--- src/rtl/lane_game_pkg.sv ---
// lane_game_pkg: shared state encoding, move codes and helper functions for the lane game
package lane_game_pkg;

    typedef enum logic [3:0] {
        LOAD, MOVE, SHOW_MID, HALF_WAIT, SETTLE, CHECK, SHOW_FIN, END_WAIT, OVER
    } state_t;

    localparam logic [1:0] MV_HOLD = 2'b00;
    localparam logic [1:0] MV_DN   = 2'b01;
    localparam logic [1:0] MV_UP   = 2'b10;

    // Lane mask occupied by a car position; between-lane positions occupy no lane
    function automatic logic [31:0] lane_bits(input int pos);
        return pos[0] ? 32'd0 : 32'd1 << (pos >> 1);
    endfunction

    // LSB-first thermometer code of n
    function automatic logic [31:0] therm(input int n);
        return (32'd1 << n) - 32'd1;
    endfunction

endpackage

--- src/rtl/lane_game_tick.sv ---
// lane_game_tick: per-frame period select and frame timer with half/end compares
module lane_game_tick #(
    parameter int TICK_CYC = 12500000
) (
    input  logic       clk,
    input  logic       rst,
    input  logic       clr,
    input  logic       start,
    input  logic       run,
    input  logic       wrap,
    input  logic [1:0] speed_sel,
    output logic       half_hit,
    output logic       end_hit
);
    localparam int TW = $clog2(TICK_CYC) + 1;

    logic [TW-1:0] period, timer;

    assign half_hit = timer == (period >> 1);
    assign end_hit  = timer == period - TW'(1);

    // Period latched when a row is accepted; speed 3 behaves as speed 2
    always_ff @(posedge clk or posedge rst)
        if (rst)
            period <= TW'(TICK_CYC);
        else if (start)
            period <= TW'(TICK_CYC) >> (speed_sel[1] ? 2'd2 : {1'b0, speed_sel[0]});

    // Timer sits at 0 while waiting for a row and counts every cycle of a frame
    always_ff @(posedge clk or posedge rst)
        if (rst)
            timer <= '0;
        else if (clr || wrap)
            timer <= '0;
        else if (start || run)
            timer <= timer + TW'(1);

endmodule

--- src/rtl/lane_game_ctrl.sv ---
// lane_game_ctrl: scrolling lane-dodge controller between a barrier row source and a matrix display
module lane_game_ctrl
    import lane_game_pkg::*;
#(
    parameter int LANES    = 3,
    parameter int DEPTH    = 8,
    parameter int VIS_ROWS = 6,
    parameter int TICK_CYC = 12500000,
    parameter int SHIELDS  = 4,
    parameter int SCORE_W  = 8
) (
    input  logic                                   clk,
    input  logic                                   rst,
    input  logic                                   restart,
    input  logic [1:0]                             speed_sel,
    input  logic                                   shield_en,
    input  logic [1:0]                             car_move,
    input  logic [LANES-1:0]                       barrier_in,
    input  logic                                   barrier_valid,
    output logic                                   barrier_req,
    output logic [2*LANES-1+VIS_ROWS*LANES-1:0]    frame_data,
    output logic                                   frame_valid,
    output logic                                   gameover,
    output logic [SCORE_W-1:0]                     score,
    output logic [SHIELDS-1:0]                     shield_bar
);
    localparam int CP = 2 * LANES - 1;
    localparam int PW = $clog2(CP);

    state_t                      state, state_nx;
    logic [DEPTH-1:0][LANES-1:0] rows;
    logic [PW-1:0]               pos;
    logic [1:0]                  mv;
    logic [3:0]                  shields;
    logic [CP-1:0]               car;
    logic                        accept, hit, save, init, half_hit, end_hit;

    assign car        = CP'(1) << pos;
    assign accept     = state == LOAD && barrier_req && barrier_valid;
    assign hit        = |(rows[0] & LANES'(lane_bits(int'(pos))));
    assign save       = hit && shield_en && shields != 4'd0;
    assign init       = state == OVER && restart;
    assign shield_bar = SHIELDS'(therm(int'(shields)));

    lane_game_tick #(.TICK_CYC(TICK_CYC)) u_tick (
        .clk       (clk),
        .rst       (rst),
        .clr       (init),
        .start     (accept),
        .run       (state != LOAD && state != OVER),
        .wrap      (state == END_WAIT && end_hit),
        .speed_sel (speed_sel),
        .half_hit  (half_hit),
        .end_hit   (end_hit)
    );

    // State register
    always_ff @(posedge clk or posedge rst)
        if (rst)
            state <= LOAD;
        else
            state <= state_nx;

    // Next-state: one state per cycle except the row wait, the two timer waits and game over
    always_comb begin
        state_nx = state;
        case (state)
            LOAD:      state_nx = accept ? MOVE : LOAD;
            MOVE:      state_nx = SHOW_MID;
            SHOW_MID:  state_nx = HALF_WAIT;
            HALF_WAIT: state_nx = half_hit ? SETTLE : HALF_WAIT;
            SETTLE:    state_nx = CHECK;
            CHECK:     state_nx = hit && !save ? OVER : SHOW_FIN;
            SHOW_FIN:  state_nx = END_WAIT;
            END_WAIT:  state_nx = end_hit ? LOAD : END_WAIT;
            OVER:      state_nx = restart ? LOAD : OVER;
            default:   state_nx = LOAD;
        endcase
    end

    // Field, car, score, shields and registered display/handshake outputs
    always_ff @(posedge clk or posedge rst) begin
        if (rst) begin
            rows        <= '0;
            pos         <= PW'(LANES - 1);
            mv          <= MV_HOLD;
            score       <= '0;
            shields     <= 4'(SHIELDS);
            frame_data  <= '0;
            frame_valid <= 1'b0;
            gameover    <= 1'b0;
            barrier_req <= 1'b0;
        end else if (init) begin
            rows        <= '0;
            pos         <= PW'(LANES - 1);
            mv          <= MV_HOLD;
            score       <= '0;
            shields     <= 4'(SHIELDS);
            frame_data  <= '0;
            frame_valid <= 1'b0;
            gameover    <= 1'b0;
            barrier_req <= 1'b0;
        end else begin
            barrier_req <= state_nx == LOAD;
            gameover    <= state_nx == OVER;
            frame_valid <= state == SHOW_MID || state == SHOW_FIN;
            case (state)
                LOAD: if (accept) begin
                    rows  <= {barrier_in, rows[DEPTH-1:1]};
                    score <= score + SCORE_W'(~&score);
                end
                MOVE: begin
                    mv <= car_move;
                    if (!pos[0] && car_move == MV_DN && pos != '0)
                        pos <= pos - PW'(1);
                    else if (!pos[0] && car_move == MV_UP && pos != PW'(CP - 1))
                        pos <= pos + PW'(1);
                end
                SHOW_MID: frame_data <= {rows[DEPTH-1 -: VIS_ROWS], car};
                SETTLE: begin
                    rows <= {LANES'(0), rows[DEPTH-1:1]};
                    if (pos[0])
                        pos <= mv == MV_DN ? pos - PW'(1) : pos + PW'(1);
                end
                CHECK: if (save) shields <= shields - 4'd1;
                SHOW_FIN: frame_data <= {rows[VIS_ROWS:1], car};
                default: ;
            endcase
        end
    end

endmodule

--- config.mk ---
export PLATFORM = sky130hd
export DESIGN_NAME = lane_game_ctrl
export DESIGN_NICKNAME = d
export VERILOG_FILES = /design/src/rtl/lane_game_pkg.sv /design/src/rtl/lane_game_tick.sv /design/src/rtl/lane_game_ctrl.sv
export SDC_FILE = /design/constraint.sdc
export NUM_CORES = 1
export LEC_CHECK = 0
export BUFFER_PORTS_ARGS = -buffer_cell sky130_fd_sc_hd__buf_2
export CAP_MARGIN = 40
export CORE_UTILIZATION = 60
export DETAILED_ROUTE_END_ITERATION = 12
export GPL_TIMING_DRIVEN = 0
export PLACE_DENSITY = 0.9
export SETUP_SLACK_MARGIN = 0.1
export SYNTH_ARGS = -nofsm -noshare
export SYNTH_HDL_FRONTEND = slang
export SYNTH_SLANG_ARGS = --single-unit
--- constraint.sdc ---
create_clock -name clk -period 3.6 [get_ports clk]
set_input_delay 0.18 -clock clk [delete_from_list [all_inputs] [get_ports clk]]
set_output_delay 0.18 -clock clk [all_outputs]
set_load 0.1 [all_outputs]
==> run metrics, run 1 <==
grt ovf 0; Synth top area share 44.3%; Slowest-stage cell, CP nor4b_1; Netlist cell types 50; R2R Path End u_tick.timer[14]; FF-to-FF Start u_tick.period[7]; Top Family by Delay on Critical Path simple AND/OR/NAND/NOR gates; dpl hpwl 9040 um; Initial Util 63.2%; P per Cell Area 315 nW/um2; Worst setup EP type flop; fin. max-slew vios 0; hold worst-path end mv[1]; H-tree Lvls 3; RSZ-0062 raised after global routing no; CTS tree built; Place WS 0.877 ns; # rows 34; syn_nets 624; hold path start car_move[1]; static leakage 2.94 nW; Core ar. 8850 um2; Synth area leaders dfrtp_1 (44%), nand2_1 (5.0%), o21ai_0 (4.6%), xor2_1 (4.4%), mux2i_1 (4.1%); clock slew at reported path FFs 0.11 ns; worst slew pin tran 0.892 ns; IO Pins 50; crit path DAT 3.05 ns; vias in the first global route 4,521; clk_lat worst skew 0.38 ns; 1st-iter DRT viols 374; routed vias/inst 6.15; Max Root-Sink Buffers 2; Remaining DRCs 4; Initial DRT Pass Iterations 9; global-route wire length before repair 21,100 um; highest routed layer met4; crit path max fanout 10; Yosys warnings 0; Synth async-reset ratio 100%; Synth Flop Type dfrtp_1; CP Class flop to flop; final hold vios 0; die area 9700 um2; fill count 661; cell depth of the worst min-delay path 3; failing checks DRC; Ant. Diodes 0; #FFs+latches synth 106; Post-Layout Cell Count 776; nets@finish 687; cell with the most instances after synthesis dfrtp_1; Die X 98.5 um; maximum clock rate 0.360 GHz; biggest cell delay along the critical path 0.63 ns; DIE HEIGHT 98.5 um; VDD IR-drop max 0.211 mV; met3 wire length 803 um; WHS 0.0157 ns; CTS root buf clkbuf_8; worst hold path class input port to flop; post-cts sizing count 0; top cells by count, synth dfrtp_1 (99), nand2_1 (75), nor2_1 (51), o21ai_0 (51), nand3_1 (40); endpoints failing setup 0; CTS Buf Count 9; dominant cell type by area after synthesis dfrtp_1; Post-Layout Inst Area 6220 um2; max-cap violations 0; Worst setup SP type flop; mapped cell area 5590 um2; overall routing resource usage 27.3%; layout cells sized above 1 13.8%; Mapped Cells 600; antenna viol nets, final 0; DP Cell Count 758; Post-Syn Area per Cell 9.31 um2; Area after DPL 6010 um2; Critical Path RT 3.87 ns; Final Util 70.3%; PortBufs 49; Buf/Inv on CP 3; Avg WL per Cell 16.3 um; Most common cell on crit path nor4b_1; Total Neg Setup Slack 0 ns; TritonCTS Sinks 106; routability cong. 0.883; Clock Skew 0.0184 ns; P&R area growth vs syn 11.3%; outcome finished, violations left; worst relative slew slack 40.1%; final worst slack 0.819 ns; Total Power 1.96 mW; minimum clock period 2.78 ns; Reg2Reg Depth 9; sequential fraction of the synthesis area 47.6%; R2R Setup Slk 0.82 ns; EDFF count, synth 0; initial antenna violation count 0; largest net degree at the start of global routing 55; worst path cell trace buf_2 > inv_1 > ha_1 > nor4b_1 > nor4b_1 > o2111ai_2 > o21ai_4 > buf_6 > nor2_1; Setup Buffers After CTS 0; Post-Route WL 12,700 um; M1 WL 5570 um; Tcrit/Tclk final 77.3%; met2 wire length 6010 um; Vias 4,775
==> placed cells by master, fill, tap and decap left out, types with 3 or more instances in the layout <==
cell / Yosys / layout
o21ai_0: 51 / 51
nand3b_1: 5 / 5
and4_1: 7 / 7
o211ai_1: 3 / 3
xor2_1: 28 / 27
a22o_1: 6 / 6
nand4_1: 12 / 12
inv_1: 15 / 14
nor3_1: 20 / 20
xnor2_1: 21 / 21
nand2_1: 75 / 75
o22ai_1: 4 / 4
or3_1: 6 / 6
nand3_1: 40 / 40
and3_1: 18 / 18
buf_2: 7 / 56
ha_1: 12 / 12
dfrtp_1: 99 / 99
mux2i_1: 23 / 23
a21oi_1: 6 / 6
nor2_1: 51 / 51
clkbuf_8: 0 / 9
dfstp_2: 7 / 7
nor2b_1: 3 / 3
clkbuf_1: 31 / 31
nand2b_1: 8 / 8
a21o_1: 3 / 3
a211oi_1: 3 / 3
nor4b_1: 4 / 4
==> worst min-delay path, delay by kind of cell <==
kind,cells,cell delay (ns)
buf+inv,1,0.10
simple gates,2,0.10
==> area by class of cell <==
class                      count  area (um2)  share of cell area, %
inverter                      15        58.8                  0.945
tap                          108         135                   2.17
sequential                   106        2660                   42.8
clock inverter                 7        70.1                   1.13
buffer                        41         178                   2.86
clock buffer                   9         124                   1.99
multi-input combinational    438        2700                   43.4
timing repair buffer          52         293                   4.71
==> sequential cells by signal, summed over array words and instances (netlist names) <==
register       cells
mv                 2
gameover           1
frame_data        23
shields            4
rows              24
u_tick.timer      25
state              4
score              8
u_tick.period     10
frame_valid        1
pos                3
barrier_req        1
==> logic make-up (layout without fill, tap and decap cells) <==
| group | count (synthesis) | after routing | share of synthesized area (%) |
|---|---|---|---|
| simple gates | 258 | 258 | 22.6 |
| flops | 106 | 106 | 47.6 |
| compound gates | 96 | 96 | 11.1 |
| buf+inv | 56 | 124 | 4.19 |
| xor+xnor | 49 | 49 | 7.68 |
| mux | 23 | 23 | 4.12 |
| fa+ha+maj | 12 | 12 | 2.69 |
==> worst max path at each step <==
| stage | end | cells after the start | start | slack [ns] |
|---|---|---|---|---|
| after floorplan | shield_bar[2] | 4 | shields[3] | 0.59 |
| after global placement | shields[1] | 2 | rst | -0.37 |
| after detailed placement | u_tick.timer[14] | 9 | u_tick.period[7] | 0.88 |
| after CTS | u_tick.timer[14] | 9 | u_tick.period[7] | 0.86 |
| after global routing | u_tick.timer[4] | 9 | u_tick.period[7] | 0.61 |
| final | u_tick.timer[14] | 9 | u_tick.period[7] | 0.82 |
==> routing by layer <==
layer | up-vias | track usage, %
met2 | 192 | 43.3
met5 | - | 0
li1 | 2208 | -
met1 | 2338 | 37.2
met4 | 0 | 11.8
met3 | 37 | 4.68
==> what timing repair did <==
item | in CTS | in global routing
setup endpoints to repair | 0 | 0
hold endpoints to repair | 49 | 0
hold buffers | 2 | 0
==> where the power goes <==
group | switching, mW | internal (mW)
combinational | 0.0279 | 0.0101
clock | 0.456 | 0.273
sequential | 0 | 1.19
No activity file was read; power rests on OpenSTA's default activity.
==> run 2: changes to the inputs <==
--- a/config.mk
+++ b/config.mk
@@ -5,12 +5,13 @@
 export SDC_FILE = /design/constraint.sdc
 export NUM_CORES = 1
 export LEC_CHECK = 0
+export ABC_AREA = 1
 export BUFFER_PORTS_ARGS = -buffer_cell sky130_fd_sc_hd__buf_2
 export CAP_MARGIN = 40
-export CORE_UTILIZATION = 60
+export CORE_UTILIZATION = 54
 export DETAILED_ROUTE_END_ITERATION = 12
 export GPL_TIMING_DRIVEN = 0
-export PLACE_DENSITY = 0.9
+export PLACE_DENSITY = 0.86
 export SETUP_SLACK_MARGIN = 0.1
 export SYNTH_ARGS = -nofsm -noshare
 export SYNTH_HDL_FRONTEND = slang
==> constraint.sdc (replaced) <==
create_clock -name clk -period 2.5 [get_ports clk]
set_input_delay 0.125 -clock clk [delete_from_list [all_inputs] [get_ports clk]]
set_output_delay 0.125 -clock clk [all_outputs]
set_load 0.1 [all_outputs]
==> run metrics, run 2 <==
nets@finish 873 (was 687); hold worst-path end mv[0] (was mv[1]); CTS root buf clkbuf_8 (unchanged); Initial Util 55.5% (was 63.2%); Mapped Cells 782 (was 600); most common cell after layout, fill and taps aside nand2_1 (was dfrtp_1); Avg WL per Cell 15.3 um (was 16.3 um); clock slew at reported path FFs 0.11 ns (about the same); max-cap violations 0 (unchanged); Critical Path RT 2.78 ns (was 3.87 ns); PortBufs 49 (unchanged); syn_nets 806 (was 624); largest net degree at the start of global routing 34 (was 55); final hold vios 0 (unchanged); 1st-iter DRT viols 518 (was 374); Tcrit/Tclk final 88.7% (was 77.3%); sequential fraction of the synthesis area 44.2% (was 47.6%); WHS 0.0192 ns (was 0.0157 ns); Worst setup SP type flop (unchanged); hold path start car_move[0] (was car_move[1]); P&R area growth vs syn 12.2% (was 11.3%); cell with the most instances after synthesis nand2_1 (was dfrtp_1); CP Class flop to flop (unchanged); Most common cell on crit path nand2_1 (was nor4b_1); CTS tree built (unchanged); Top Family by Delay on Critical Path simple AND/OR/NAND/NOR gates (unchanged); sequential share of power 38.5% (was 60.8%); Yosys warnings 0 (unchanged); Synth Flop Type dfrtp_1 (unchanged); Worst setup EP type flop (unchanged); Die X 108 um (was 98.5 um); biggest regs u_tick.timer: 25 flops, rows: 24 flops, frame_data: 23 flops (unchanged); worst hold path class input port to flop (unchanged); global-route met2 utilization 46.7% (was 43.3%); VDD IR-drop max 0.905 mV (was 0.211 mV); Post-Layout Inst Area 6750 um2 (was 6220 um2); Reg2Reg Depth 15 (was 9); P per Cell Area 916 nW/um2 (was 315 nW/um2); CP Launch Point u_tick.period[7] (unchanged); Netlist cell types 43 (was 50); maximum clock rate 0.451 GHz (was 0.360 GHz); biggest cell delay along the critical path 0.34 ns (was 0.63 ns); # rows 38 (was 34); H-tree Lvls 3 (unchanged); Slowest-stage cell, CP dfrtp_1 (was nor4b_1); Post-Route WL 15,200 um (was 12,700 um); Clk pwr share 17.2% (was 37.2%); antenna viol nets, final 0 (unchanged); met3 Use GR 5.33% (was 4.68%); minimum clock period 2.22 ns (was 2.78 ns); DIE HEIGHT 108 um (was 98.5 um); vias in the first global route 5,226 (was 4,521); Most flops, register u_tick.timer (unchanged); R2R Path End u_tick.timer[20] (was u_tick.timer[14]); Vias 5,566 (was 4,775); CTS Buf Count 9 (unchanged); sw power 3.03 mW (was 0.484 mW); worst slew pin tran 0.525 ns (was 0.892 ns); Core ar. 10,800 um2 (was 8850 um2); fin. max-slew vios 0 (unchanged); Synth top area share 41.2% (was 44.3%); top cells by count, synth nand2_1 (173), dfrtp_1 (99), inv_1 (86) (was dfrtp_1 (99), nand2_1 (75), nor2_1 (51), o21ai_0 (51), nand3_1 (40)); most frequent cells in the layout nand2_1 (172), dfrtp_1 (99), inv_1 (85) (was dfrtp_1 (99), nand2_1 (75), buf_2 (56)); Logic pwr share 44.3% (was 1.9%); Int Pwr 3.16 mW (was 1.47 mW); die area 11,600 um2 (was 9700 um2); FF-to-FF Start u_tick.period[7] (unchanged); endpoints failing setup 0 (unchanged); dominant cell type by area after synthesis dfrtp_1 (unchanged); crit path max fanout 10 (unchanged); layout cells sized above 1 16.7% (was 13.8%); mapped cell area 6020 um2 (was 5590 um2); clk_lat worst skew 0.38 ns (about the same); Post-Syn Area per Cell 7.70 um2 (was 9.31 um2); outcome complete, no violations (was finished, violations left); Synth area leaders dfrtp_1 (41%), nand2_1 (11%), nand3_1 (6.4%), inv_1 (5.4%), nor2_1 (4.6%) (was dfrtp_1 (44%), nand2_1 (5.0%), o21ai_0 (4.6%), xor2_1 (4.4%), mux2i_1 (4.1%)); R2R Setup Slk 0.28 ns (was 0.82 ns); routed vias/inst 5.60 (was 6.15); EDFF count, synth 0 (unchanged); global-route wire length before repair 25,400 um (was 21,100 um); Initial DRT Pass Iterations 5 (was 9); routability cong. 0.964 (was 0.883); grt ovf 0 (unchanged); IO Pins 50 (unchanged); overall routing resource usage 28.2% (was 27.3%); Synth async-reset ratio 100% (unchanged); Net Sw Frac 48.9% (was 24.7%); worst path cell trace clkbuf_4 > inv_2 > ha_1 > or2_2 > nand3_1 > nand2_1 > nor2_1 > nand2_1 > nor2_2 > nand3_2 > nand2_2 > buf_6 > nor2_1 > nand2_1 > nand2_1 (was buf_2 > inv_1 > ha_1 > nor4b_1 > nor4b_1 > o2111ai_2 > o21ai_4 > buf_6 > nor2_1); Clock Skew 0.00802 ns (was 0.0184 ns); RSZ-0062 raised after global routing no (unchanged); most used routing layer met2 (unchanged); Buf/Inv on CP 3 (unchanged); Post-Layout Cell Count 994 (was 776); initial antenna violation count 0 (unchanged); Total Neg Setup Slack 0 ns (unchanged); max reg flops 25 (unchanged); worst relative slew slack 65.0% (was 40.1%); Max Root-Sink Buffers 2 (unchanged); #FFs+latches synth 106 (unchanged); DP Cell Count 974 (was 758); Setup Buffers After CTS 0 (unchanged); Remaining DRCs 0 (was 4); static leakage 3.34 nW (was 2.94 nW); crit path DAT 2.50 ns (was 3.05 ns); Final Util 62.3% (was 70.3%); TritonCTS Sinks 106 (unchanged); Area after DPL 6510 um2 (was 6010 um2); met1 usage 37.7% (was 37.2%); Ant. Diodes 0 (unchanged); dpl hpwl 11,100 um (was 9040 um); cell depth of the worst min-delay path 3 (unchanged)
[run 2: cell count changes after synthesis, moves of 15 or more]
cell | before | now
a21oi_1 | 6 | 32
nand2_1 | 75 | 173
xnor2_1 | 21 | 6
nor2_1 | 51 | 74
nand3_1 | 40 | 77
clkbuf_1 | 31 | 7
and3_1 | 18 | 2
mux2i_1 | 23 | 0
inv_1 | 15 | 86
[run 2: kinds of logic after synthesis]
group | Yosys count | synth area share (%)
and+or+nand+nor | 393 | 29.6
adders and majority gates | 12 | 2.49
DFF | 106 | 44.2
AOI/OAI and AO/OA | 118 | 11.2
xor gates and xnor gates | 24 | 3.49
buffers and inverters | 129 | 9.04
[run 2: per-layer routing]
layer | wire length [um] | vias up
li1 | - | 2683
met3 | 1000 | 30
met4 | 287 | 0
met1 | 6670 | 2621
met2 | 7210 | 232
met5 | 0 | -
[run 2: worst min-delay path, stage by stage]
cell and delay [ns]:
buf_2 0.11, inv_1 0.06, o22ai_1 0.08
[run 2: worst max path at each step]
stage,depth (start not counted),slack (ns),to
floorplan,4,0.05,shield_bar[2]
finish,15,0.28,u_tick.timer[20]
global placement,2,0.39,frame_data[18]
global route,15,0.11,u_tick.timer[20]
detailed placement,15,0.34,u_tick.timer[20]
CTS,15,0.27,u_tick.timer[20]
[run 2: final cells by class]
cell class / count / area [um2]
Clock buffer: 9 / 124
Fill cell: 940 / 4090
Timing Repair Buffer: 56 / 345
Inverter: 100 / 382
Sequential cell: 106 / 2660
Clock inverter: 7 / 72.6
Multi-Input combinational cell: 547 / 2820
Buffer: 29 / 169
Tap cell: 140 / 175
[run 2: power groups by stage]
| stage | clock network [mW] | logic [mW] | registers, mW |
|---|---|---|---|
| after floorplan | 0 | 1.32 | 3.22 |
| after detailed placement | 0 | 2.71 | 2.40 |
| after CTS | 1.07 | 2.73 | 2.37 |
| final | 1.06 | 2.74 | 2.38 |
| after global placement | 0 | 2.66 | 2.39 |
| after global routing | 1.13 | 2.99 | 2.42 |
[run 2: stage by stage]
step / power (mW) / setup slack (ns)
global route: 6.54 / 0.111
global placement: 5.04 / 0.386
CTS: 6.16 / 0.272
finish: 6.19 / 0.282
floorplan: 4.53 / 0.0499
detailed placement: 5.11 / 0.339
[run 2: timing repair]
item,4_1_cts,5_1_grt
setup endpoints to repair,0,1
hold buffers,4,0
gates resized for setup,0,1
hold endpoints to repair,18,0
